==> src/rtl/daq_frame_packer.sv <==
// Buffers 6-channel ADC sample sets in a frame FIFO and emits them as header-tagged 32-bit AXI4-Stream packets.
// Define PACKER_TIMESTAMP_EN to add a 32-bit cycle-count timestamp word after the header.
module daq_frame_packer #(
  parameter int          FIFO_DEPTH = 8,
  parameter logic [15:0] HDR_MAGIC  = 16'hDA3C
) (
  input  logic                          clk,
  input  logic                          rst_n,
  input  logic                          enable,
  input  logic [15:0]                   data_ch0,
  input  logic [15:0]                   data_ch1,
  input  logic [15:0]                   data_ch2,
  input  logic [15:0]                   data_ch3,
  input  logic [15:0]                   data_ch4,
  input  logic [15:0]                   data_ch5,
  input  logic                          data_valid,
  output logic [31:0]                   m_axis_tdata,
  output logic                          m_axis_tvalid,
  input  logic                          m_axis_tready,
  output logic                          m_axis_tlast,
  output logic [15:0]                   drop_cnt,
  output logic [$clog2(FIFO_DEPTH):0]   fifo_level
);

  localparam int AW = $clog2(FIFO_DEPTH);
  localparam int LW = AW + 1;
`ifdef PACKER_TIMESTAMP_EN
  localparam int EW = 144;
`else
  localparam int EW = 112;
`endif

  localparam logic [2:0] S_HDR = 3'd0;
`ifdef PACKER_TIMESTAMP_EN
  localparam logic [2:0] S_TS  = 3'd1;
`endif
  localparam logic [2:0] S_D01 = 3'd2;
  localparam logic [2:0] S_D23 = 3'd3;
  localparam logic [2:0] S_D45 = 3'd4;

  logic [EW-1:0] mem [FIFO_DEPTH];
  logic [EW-1:0] head;
  logic [EW-1:0] wr_entry;
  logic [AW-1:0] wr_ptr;
  logic [AW-1:0] rd_ptr;
  logic [2:0]    state;
  logic [2:0]    state_nxt;
  logic [15:0]   seq;
  logic          capture;
  logic          full;
  logic          xfer;
  logic          pop;
  logic          push;

`ifdef PACKER_TIMESTAMP_EN
  logic [31:0]   ts_cnt;

  always_ff @(posedge clk) begin
    if (!rst_n) ts_cnt <= '0;
    else        ts_cnt <= ts_cnt + 32'd1;
  end

  assign wr_entry = {ts_cnt, seq, data_ch0, data_ch1, data_ch2, data_ch3, data_ch4, data_ch5};
`else
  assign wr_entry = {seq, data_ch0, data_ch1, data_ch2, data_ch3, data_ch4, data_ch5};
`endif

  assign capture       = data_valid && enable;
  assign full          = (fifo_level == LW'(FIFO_DEPTH));
  assign m_axis_tvalid = (fifo_level != '0);
  assign xfer          = m_axis_tvalid && m_axis_tready;
  assign pop           = xfer && (state == S_D45);
  // A full FIFO still accepts a frame when the head frame leaves in the same cycle.
  assign push          = capture && (!full || pop);
  assign head          = mem[rd_ptr];

  always_comb begin
    state_nxt = state;
    case (state)
`ifdef PACKER_TIMESTAMP_EN
      S_HDR:   state_nxt = S_TS;
      S_TS:    state_nxt = S_D01;
`else
      S_HDR:   state_nxt = S_D01;
`endif
      S_D01:   state_nxt = S_D23;
      S_D23:   state_nxt = S_D45;
      default: state_nxt = S_HDR;
    endcase
  end

  always_comb begin
    m_axis_tdata = '0;
    m_axis_tlast = 1'b0;
    if (m_axis_tvalid) begin
      case (state)
        S_HDR:   m_axis_tdata = {HDR_MAGIC, head[111:96]};
`ifdef PACKER_TIMESTAMP_EN
        S_TS:    m_axis_tdata = head[143:112];
`endif
        S_D01:   m_axis_tdata = head[95:64];
        S_D23:   m_axis_tdata = head[63:32];
        S_D45: begin
          m_axis_tdata = head[31:0];
          m_axis_tlast = 1'b1;
        end
        default: m_axis_tdata = '0;
      endcase
    end
  end

  always_ff @(posedge clk) begin
    if (push) mem[wr_ptr] <= wr_entry;
  end

  always_ff @(posedge clk) begin
    if (!rst_n) begin
      wr_ptr     <= '0;
      rd_ptr     <= '0;
      fifo_level <= '0;
      state      <= S_HDR;
      seq        <= '0;
      drop_cnt   <= '0;
    end else begin
      if (push) wr_ptr <= wr_ptr + 1'b1;
      if (pop)  rd_ptr <= rd_ptr + 1'b1;
      fifo_level <= fifo_level + LW'(push) - LW'(pop);
      if (xfer) state <= state_nxt;
      // Dropped frames still consume a sequence number so the gap is visible.
      if (capture) seq <= seq + 16'd1;
      if (capture && !push && drop_cnt != 16'hFFFF) drop_cnt <= drop_cnt + 16'd1;
    end
  end

endmodule

==> config.mk <==
export PLATFORM = sky130hd
export DESIGN_NAME = daq_frame_packer
export DESIGN_NICKNAME = d
export VERILOG_FILES = /design/src/rtl/daq_frame_packer.sv
export SDC_FILE = /design/constraint.sdc
export NUM_CORES = 1
export LEC_CHECK = 0
export BUFFER_PORTS_ARGS = -buffer_cell sky130_fd_sc_hd__clkbuf_2
export CAP_MARGIN = 10
export CORE_MARGIN = 5
export CORE_UTILIZATION = 35
export CTS_BUF_LIST = sky130_fd_sc_hd__clkbuf_4
export CTS_CLUSTER_DIAMETER = 100
export DETAILED_ROUTE_END_ITERATION = 12
export MAX_ROUTING_LAYER = met4
export PLACE_DENSITY = 0.48
export REMOVE_ABC_BUFFERS = 1
export SKIP_CTS_REPAIR_TIMING = 1
export SYNTH_ARGS = -nofsm -noshare
export SYNTH_HDL_FRONTEND = slang
export SYNTH_SLANG_ARGS = --single-unit
==> constraint.sdc <==
create_clock -name clk -period 15.6 [get_ports clk]
set_input_delay 0.78 -clock clk [delete_from_list [all_inputs] [get_ports clk]]
set_output_delay 0.78 -clock clk [all_outputs]
set_load 0.005 [all_outputs]
==> metrics, run 1 <==
initial antenna violation count=12; DR pass1 iterations=5; Max-cap violations=0; Yosys reg bits=944; Initial Utilization=0.352; Die W=330 um; CP required=between 10 and 15 ns; Post-Synthesis Cells=1629; syn_area_per_cell=22.0 um2; CP peak stage delay=0.97 ns; largest area contributor in the netlist=edfxtp_1; Sink Count=about 940; Pwr Density=124 nW/um2; crit-path cells=buf_4, buf_4, buf_4, mux4_2, a22o_1, a221oi_1, a31oi_1, clkbuf_2; placed inst area=38400 um2; Critical-path top delay cell=buf_4; largest net degree at the start of global routing=69; final hold vios=0; CTS tree=built; GRT overflow=0; Crit. End Element=primary output; drt total wl=about 87 mm; DR vias/cell=5.07; WL/cell=roughly 24 um; Area Growth Syn to Fin=18.6%; CP Depth=8; die height=roughly 330 um; fmax=138 MHz; post-synth top area share=0.751; Finished Layout Cells=3645; root buffer cell=clkbuf_4; P_leak=0.0135 uW; Synth Warn #=0; Nets=around 2200; Area contributors post-synth=edfxtp_1 75%, mux4_2 14%, dfxtp_1 2.7%, a22oi_1 1.0%, mux2i_1 0.70%; WP data arrival=around 6.5 ns; EDFF count, synth=896; worst hold slack=0.0881 ns; vias in the first global route=just under 20000; CORE AREA=102000 um2; placed insts=approximately 3100; clock buffer depth=3; Synth Flop Type=edfxtp_1; worst reg-to-reg path cell count=7; status=finished, final reports clean; Setup CP Type=reg2out; delay-heaviest family, CP=buffers and inverters; Power, Total=~5300 uW; Placer Congestion=roughly 0.71; Final period util=0.465; Final Setup Violations=0; Hold WC Path Type=in2reg; Crit path buffers/inverters=4; cell mode on critical path=buf_4; Async S/R FF share, synth=0; die area=around 110000 um2; RSZ-0062 raised after global routing=no; Clock transition at path regs=0.06 ns; total number of vias=18500; Rel. slew slack=0.212; peak supply drop=47.9 uV; hold path depth=4; CTS buffer count=238; library cells used by synthesis=49; Clock Skews=about 0.099 ns; clk_lat worst skew=between 1 and 1.5 ns; CP Launch Type=flip-flop; post-route ant nets=0; fin. max-slew vios=0; gr usage total=0.165; Final min period=7.26 ns; layout cell share with drive strength beyond 1=0.364; Detail Placement HPWL=around 47 mm; IO Port Bufs=154; DRC viols=0; worst-path maximum fanout=52; post-route cell area=42500 um2; Slew @ Worst Pin=1.18 ns; first-pass GRT wire length=128 mm; I/O Pins=155; mapped cell area=35800 um2; DRT iter0 DRCs=1097; setup total negative slack=0 ns; Seq/Total Area, Yosys=0.778; htree depth=4; Rows=117
[registers in the layout (all words and copies together), names as in the netlist, named ones only]
signal / count
drop_cnt: 16
state: 3
fifo_level: 4
wr_ptr: 3
rd_ptr: 3
mem: 896
seq: 16
[worst min-delay path: stages]
cell	delay [ns]
clkbuf_2	0.11
nand3_1	0.11
xor2_1	0.08
nor2_1	0.08
[cells in the final DEF, fill, tap and decap left out, drive strengths merged, types with 5 or more instances in the layout]
master / instances
dlygate4sd3: 98
a31oi: 25
buf: 41
inv: 13
a221oi: 16
xor2: 12
a22oi: 50
nor3: 11
ha: 9
nand2b: 7
nand3: 14
xnor2: 12
diode: 13
o22a: 7
edfxtp: 896
mux4: 224
nand2: 33
dfxtp: 48
a22o: 16
o221ai: 9
o31ai: 5
mux2i: 25
clkinv: 55
nand4: 8
and2: 6
o21ai: 15
a21oi: 15
nor2: 42
clkbuf: 513
[where the power goes]
group	total, uW	switching, uW	internal (uW)	leakage, uW
clock	2080	971	1110	0.00184
combinational	344	222	121	0.00313
sequential	2840	16.8	2830	0.00850
total	5270	1210	4060	0.0135
[synth_stat cells (all sizes together), types with 11 or more instances]
cell type / number
a21oi: 15
a221oi: 16
a22o: 16
a22oi: 50
a31oi: 25
buf: 29
clkbuf: 52
dfxtp: 48
edfxtp: 896
mux2i: 25
mux4: 224
nand2: 33
nand3: 14
nor2: 42
nor3: 11
o21ai: 15
xnor2: 12
xor2: 12
[cells by family (layout without fill, tap and decap cells)]
kind of cell             count (synthesis)  count (layout)  synth area share
AND/OR/NAND/NOR                        144             144            0.0196
AO/OA/AOI/OAI                          167             167            0.0345
multiplexers                           249             249             0.148
XOR/XNOR                                24              24           0.00587
buffers and inverters                   91             726            0.0108
adder cells (fa/ha/maj)                 10              10           0.00370
flip-flops                             944             944             0.778
other                                    0              13                 0
[final cells by class]
cell class | instances | area, um2
fillers | 9162 | 59200
flip-flops and latches | 944 | 27900
multi-input cells | 594 | 7680
clock buffers | 359 | 2700
repair buffers | 293 | 2060
well taps | 1368 | 1710
clock inverters | 64 | 409
inverters | 10 | 37.5
diodes | 13 | 32.5
[per-stage QoR]
stage	util	worst slack [ns]
floorplan	-	2.70
global placement	0.377	9.06
detailed placement	0.377	9.13
CTS	0.408	7.83
global route	0.418	7.45
finish	0.418	8.34
[metal layers]
layer | share of wire | GRT usage | up-vias
met5 | 0 | - | -
met3 | 0.058 | 0.0451 | 126
met2 | 0.49 | 0.260 | 519
li1 | - | - | 8043
met1 | 0.44 | 0.213 | 9791
met4 | 0.017 | 0.0471 | 0
[worst paths after layout]
path | endpoint | from | slack (ns)
worst max register to register | mem[5][73] | state[2] | 11.49
worst min register to register | drop_cnt[9] | drop_cnt[9] | 0.49
worst max-delay path | m_axis_tdata[15] | flip-flop | 8.34
worst min-delay path | seq[2] | enable | 0.09
Power figures use the tool's default switching activity.
==> run 2, diff against run 1 <==
==> constraint.sdc (replaced) <==
create_clock -name clk -period 7.2 [get_ports clk]
set_input_delay 0.36 -clock clk [delete_from_list [all_inputs] [get_ports clk]]
set_output_delay 0.36 -clock clk [all_outputs]
set_load 0.005 [all_outputs]
==> run 2 against run 1 <==
Net effect:
- register-to-register slack got worse by 8.6 ns
- first-iteration DRC count up 25%
- combinational power grew 120%
- clock-buffer cell count is 38 higher
- sequential cell count is the same
- largest cell class unchanged
- highest routed layer unchanged
==> metrics, run 2 (synthesis results as in run 1) <==
commonest non-fill, non-tap cell in the layout=edfxtp_1; delay-heaviest family, CP=compound AO/OA/AOI/OAI gates; IO Port Bufs=154 (unchanged); Nets=2230 (+1.7%); DR pass1 iterations=5 (unchanged); root buffer cell=clkbuf_4; gr usage total=0.166 (+0.000440); CORE AREA=102000 um2 (unchanged); clk_lat worst skew=1.12 ns (+0.02 ns); peak supply drop=133 uV (+180%); layout cell share with drive strength beyond 1=0.370 (+0.00601); Detail Placement HPWL=45.9 mm (-2.2%); crit-path cells=buf_4, mux4_2, a22o_1, a221oi_1, a31oi_1, clkbuf_2; Crit path buffers/inverters=2 (-2); post-route cell area=42700 um2 (+0.55%); Max-cap violations=0 (unchanged); Sink Count=944 (unchanged); CP peak stage delay=0.87 ns (-0.10 ns); CTS tree=built; total number of vias=18600 (+0.48%); RSZ-0062 raised after global routing=no; WL/cell=23.7 um (-0.45%); fmax=204 MHz; Biggest register=mem; top flop regs=mem x896, drop_cnt x16, seq x16; initial antenna violation count=9 (-3); placed inst area=38400 um2 (about the same); final hold vios=0 (unchanged); clock buffer depth=4 (+1); Rel. slew slack=0.233 (+0.0218); Crit. End Element=primary output; number of fill cells in the layout=9031 (-1.4%); Pwr Density=273 nW/um2 (+120%); htree depth=5 (+1); I/O Pins=155 (unchanged); worst-path maximum fanout=46 (-12%); Register Area=27900 um2 (unchanged); status=finished, final reports clean; GRT overflow=0 (unchanged); WP data arrival=4.54 ns (-1.94 ns); Setup CP Type=reg2out; first-pass GRT wire length=129 mm (+0.62%); Clock Skews=0.0669 ns (-0.0319 ns); fin. max-slew vios=0 (unchanged); Initial Utilization=0.352 (unchanged); Area Growth Syn to Fin=19.3%; Reg-to-Reg Start=state[2]; Critical-path top delay cell=a221oi_1; most frequent cells in the layout=896 x edfxtp_1, 397 x clkbuf_4, 224 x mux4_2; vias in the first global route=20000 (+1.6%); largest net degree at the start of global routing=113 (+64%); P_leak=0.0136 uW (+0.96%); drt total wl=86.9 mm (about the same); CTS buffer count=277 (+16%); post-route ant nets=0 (unchanged); Post-Place Setup Slack=2.89 ns (-6.24 ns); Slew @ Worst Pin=1.15 ns (-0.0299 ns); Hold Path Origin=data_ch0[2]; Clock transition at path regs=0.07 ns (about the same); Multi-input gate area=7680 um2 (unchanged); CP required=6.84 ns (-7.98 ns); fin worst setup slack=2.30 ns (-6.04 ns); max reg flops=896 (unchanged); Hold WC Path Type=in2reg; Final period util=0.681; DR vias/cell=5.07 (about the same); Rows=117 (unchanged); die height=330 um (unchanged); Placer Congestion=0.726 (+1.9%); Final Setup Violations=0 (unchanged); DRT iter0 DRCs=1370 (+25%); CP Launch Type=flip-flop; Final min period=~4.9 ns; DRC viols=0 (unchanged); Die W=330 um (unchanged); die area=109000 um2 (unchanged)
-- run 2: cell types whose count changed in the layout (fill, tap and decap cells not counted), sizes merged --
| cell | delta |
|---|---|
| clkbuf | +38 |
| clkinv | -16 |
| buf | -8 |
| dlygate4sd3 | +7 |
| diode | -5 |
| clkinvlp | -2 |
| inv | +1 |
-- run 2: cell type report --
cell class	instances	area share
well taps	1368	0.0400
repair buffers	292	0.0502
multi-input cells	594	0.180
diodes	8	0.000468
flip-flops and latches	944	0.652
clock buffers	397	0.0697
clock inverters	47	0.00670
inverters	10	0.000878
-- run 2: where the power goes --
group / leakage (uW) / total (uW) / switching, uW / internal (uW)
Sequential: 0.00850 / 6160 / 35.1 / 6120
Clock: 0.00197 / 4770 / 2120 / 2640
Combinational: 0.00313 / 761 / 494 / 267
Total: 0.0136 / 11700 / 2650 / 9030
-- run 2: final timing paths --
| kind | endpoint | slack, ns | depth (start not counted) |
|---|---|---|---|
| max | m_axis_tdata[5] | 2.30 | 6 |
| max reg2reg | mem[7][77] | 2.93 | 6 |
| min reg2reg | drop_cnt[9] | 0.48 | 2 |
| min | mem[7][82] | 0.09 | 2 |
-- run 2: metrics by stage --
| stage | TNS (ns) | hold WS (ns) | instances | util | power [uW] |
|---|---|---|---|---|---|
| 2_1_floorplan | -1946.47 | 0.459 | 1548 | - | 6600 |
| 3_3_place_gp | 0 | 0.471 | 3103 | 0.377 | 7000 |
| 4_1_cts | 0 | -0.634 | 3547 | 0.410 | 11900 |
| 5_1_grt | 0 | -0.00461 | 3660 | 0.420 | 12300 |
| 3_5_place_dp | 0 | 0.478 | 3103 | 0.377 | 7010 |
| 6_report | 0 | 0.0857 | 3660 | 0.420 | 11700 |
-- run 2: metal layers --
metal,share of wire,vias up,wire [um],GRT usage
li1,-,8095,-,-
met1,0.43,9813,37200,0.205
met2,0.49,555,43000,0.261
met3,0.062,105,5380,0.0537
met4,0.016,0,1390,0.0531
met5,0,-,0,-
-- run 2: worst register-to-register path, stage by stage (launching register included) --
cell	delay [ns]
dfxtp_1	0.60
nor3b_1	0.64
and3_1	0.41
o21a_1	0.23
nand2_1	0.24
nor2_4	0.93
buf_4	0.78
==> run 3, diff against run 2 <==
==> constraint.sdc (replaced) <==
create_clock -name clk -period 5 [get_ports clk]
set_input_delay 0.25 -clock clk [delete_from_list [all_inputs] [get_ports clk]]
set_output_delay 0.25 -clock clk [all_outputs]
set_load 0.005 [all_outputs]
==> run 3 against run 2 <==
Net effect:
- final cell count rose by 3.1%
- power rose by 43%
- wire length barely moved
- first-iteration DRC count fell by 20%
- hold slack improved by 0.0053 ns
- critical path type unchanged
- critical endpoint is now m_axis_tdata[14]
- design area rose by 2.5%
- clock skew rose by 0.027 ns
- sequential cell count did not move
- highest routed layer unchanged
- largest cell class unchanged
==> metrics, run 3 (synthesis results as in run 1) <==
DR vias/cell=5.01 (-1.3%); CTS buffer count=277 (unchanged); Detail Placement HPWL=46.7 mm (+1.8%); Clock transition at path regs=0.06 ns (about the same); Crit. End Element=primary output; status=finished, final reports clean; DRC viols=0 (unchanged); die height=330 um (unchanged); Die W=330 um (unchanged); Hold WC Path Type=in2reg; Final min period=between 4 and 5 ns; die area=109000 um2 (unchanged); Biggest register=mem; post-route cell area=43800 um2 (+2.5%); Rel. slew slack=0.136 (-0.0972); post-route ant nets=0 (unchanged); placed insts=3115 (+0.39%); CP required=4.75 ns (-2.09 ns); total number of vias=18900 (+1.9%); Initial Utilization=0.352 (unchanged); Slew @ Worst Pin=1.29 ns (+0.143 ns); initial antenna violation count=10 (+1); worst-path maximum fanout=36 (-22%); Critical-path top delay cell=dfxtp_4; clk_lat worst skew=1.10 ns (-0.02 ns); r2r setup slk=1.40 ns (-1.53 ns); Placer Congestion=0.716 (-1.3%); number of fill cells in the layout=8995 (-0.40%); Max-cap violations=0 (unchanged); IO Port Bufs=154 (unchanged); Final period util=0.856; first-pass GRT wire length=127 mm (-1.5%); WP data arrival=4.03 ns (-0.51 ns); Clock Skews=0.0941 ns (+0.0273 ns); CTS tree=built; Nets=2340 (+4.9%); GR Util met1=0.207 (+0.00263); Pwr Density=382 nW/um2 (+40%); peak supply drop=157 uV (+18%); htree depth=5 (unchanged); Area Growth Syn to Fin=22.3%; Setup CP Type=reg2out; GRT overflow=0 (unchanged); final hold vios=0 (unchanged); worst hold slack=0.0911 ns (+0.00533 ns); layout cell share with drive strength beyond 1=0.357 (-0.0124); Sink Count=944 (unchanged); fin. max-slew vios=0 (unchanged); I/O Pins=155 (unchanged); largest net degree at the start of global routing=113 (unchanged); vias in the first global route=19900 (-0.42%); top flop regs=mem x896, drop_cnt x16, seq x16; commonest non-fill, non-tap cell in the layout=edfxtp_1; drt total wl=86.9 mm (about the same); RSZ-0062 raised after global routing=no; DR pass1 iterations=5 (unchanged); met2 Use GR=0.256 (-0.00530); most frequent cells in the layout=896 x edfxtp_1, 396 x clkbuf_4, 224 x mux4_2; delay-heaviest family, CP=flip-flops; global route hottest layer=met2; WL/cell=23.0 um (-3.0%); gr usage total=0.163 (-0.00228); clock buffer depth=4 (unchanged); root buffer cell=clkbuf_4; Rows=117 (unchanged); routing usage on met3=0.0498 (-0.00396); Crit path buffers/inverters=2 (unchanged); fmax=234 MHz; P_leak=0.0141 uW (+3.4%); max reg flops=896 (unchanged); CP peak stage delay=0.88 ns (about the same); CORE AREA=102000 um2 (unchanged); Multi-input gate area=7680 um2 (unchanged); DRT iter0 DRCs=1091 (-20%); Final Setup Violations=0 (unchanged); Finished Layout Cells=3775 (+3.1%); CP Launch Type=flip-flop; Register Area=27900 um2 (unchanged); placed inst area=38600 um2 (+0.40%); crit-path cells=buf_12, mux4_2, a22o_1, a221oi_1, a31oi_1, clkbuf_2
run 3: worst reg2reg max path, stage by stage, from the launching register on:
cell     delay, ns
dfxtp_1       0.61
nor3b_1       0.59
and3_1        0.39
o21ai_1       0.26
nor4_2        0.87
buf_4         0.46
run 3: where the power goes:
group	internal [uW]	leakage, uW	total (uW)	switching (uW)
clock network	3690	0.00195	6720	3030
registers	8820	0.00850	8870	52.2
logic	453	0.00362	1170	721
total	13000	0.0141	16800	3800
run 3: worst paths after layout:
path | from | to | cells after the start
max | flip-flop | m_axis_tdata[14] | 6
min | data_ch1[13] | mem[6][77] | 2
max reg2reg | state[2] | mem[0][13] | 5
min reg2reg | rd_ptr[1] | flip-flop | 2
run 3: layout make-up:
type / instances / share of cell area
Clock inverter: 48 / 0.00542
Multi-Input combinational cell: 594 / 0.175
Inverter: 10 / 0.000856
Sequential cell: 944 / 0.636
Antenna cell: 13 / 0.000742
Clock buffer: 396 / 0.0678
Tap cell: 1368 / 0.0391
Timing Repair Buffer: 402 / 0.0748
run 3: routing by layer:
| layer | up-vias | part of all wire | wire (um) |
|---|---|---|---|
| li1 | 8335 | - | - |
| met4 | 0 | 0.014 | 1190 |
| met3 | 97 | 0.059 | 5120 |
| met5 | - | 0 | 0 |
| met2 | 541 | 0.49 | 42700 |
| met1 | 9939 | 0.44 | 37900 |
run 3: per-stage QoR:
| step | TNS, ns | worst slack, ns | utilization | power (uW) |
|---|---|---|---|---|
| final | 0 | 0.718 | 0.431 | 16800 |
| after global routing | 0 | 0.322 | 0.431 | 17700 |
| after CTS | 0 | 0.472 | 0.411 | 16900 |
| after detailed placement | 0 | 1.49 | 0.379 | 10100 |
| after global placement | 0 | 1.60 | 0.379 | 10100 |
| after floorplan | -3869.04 | -7.90 | - | 9510 |
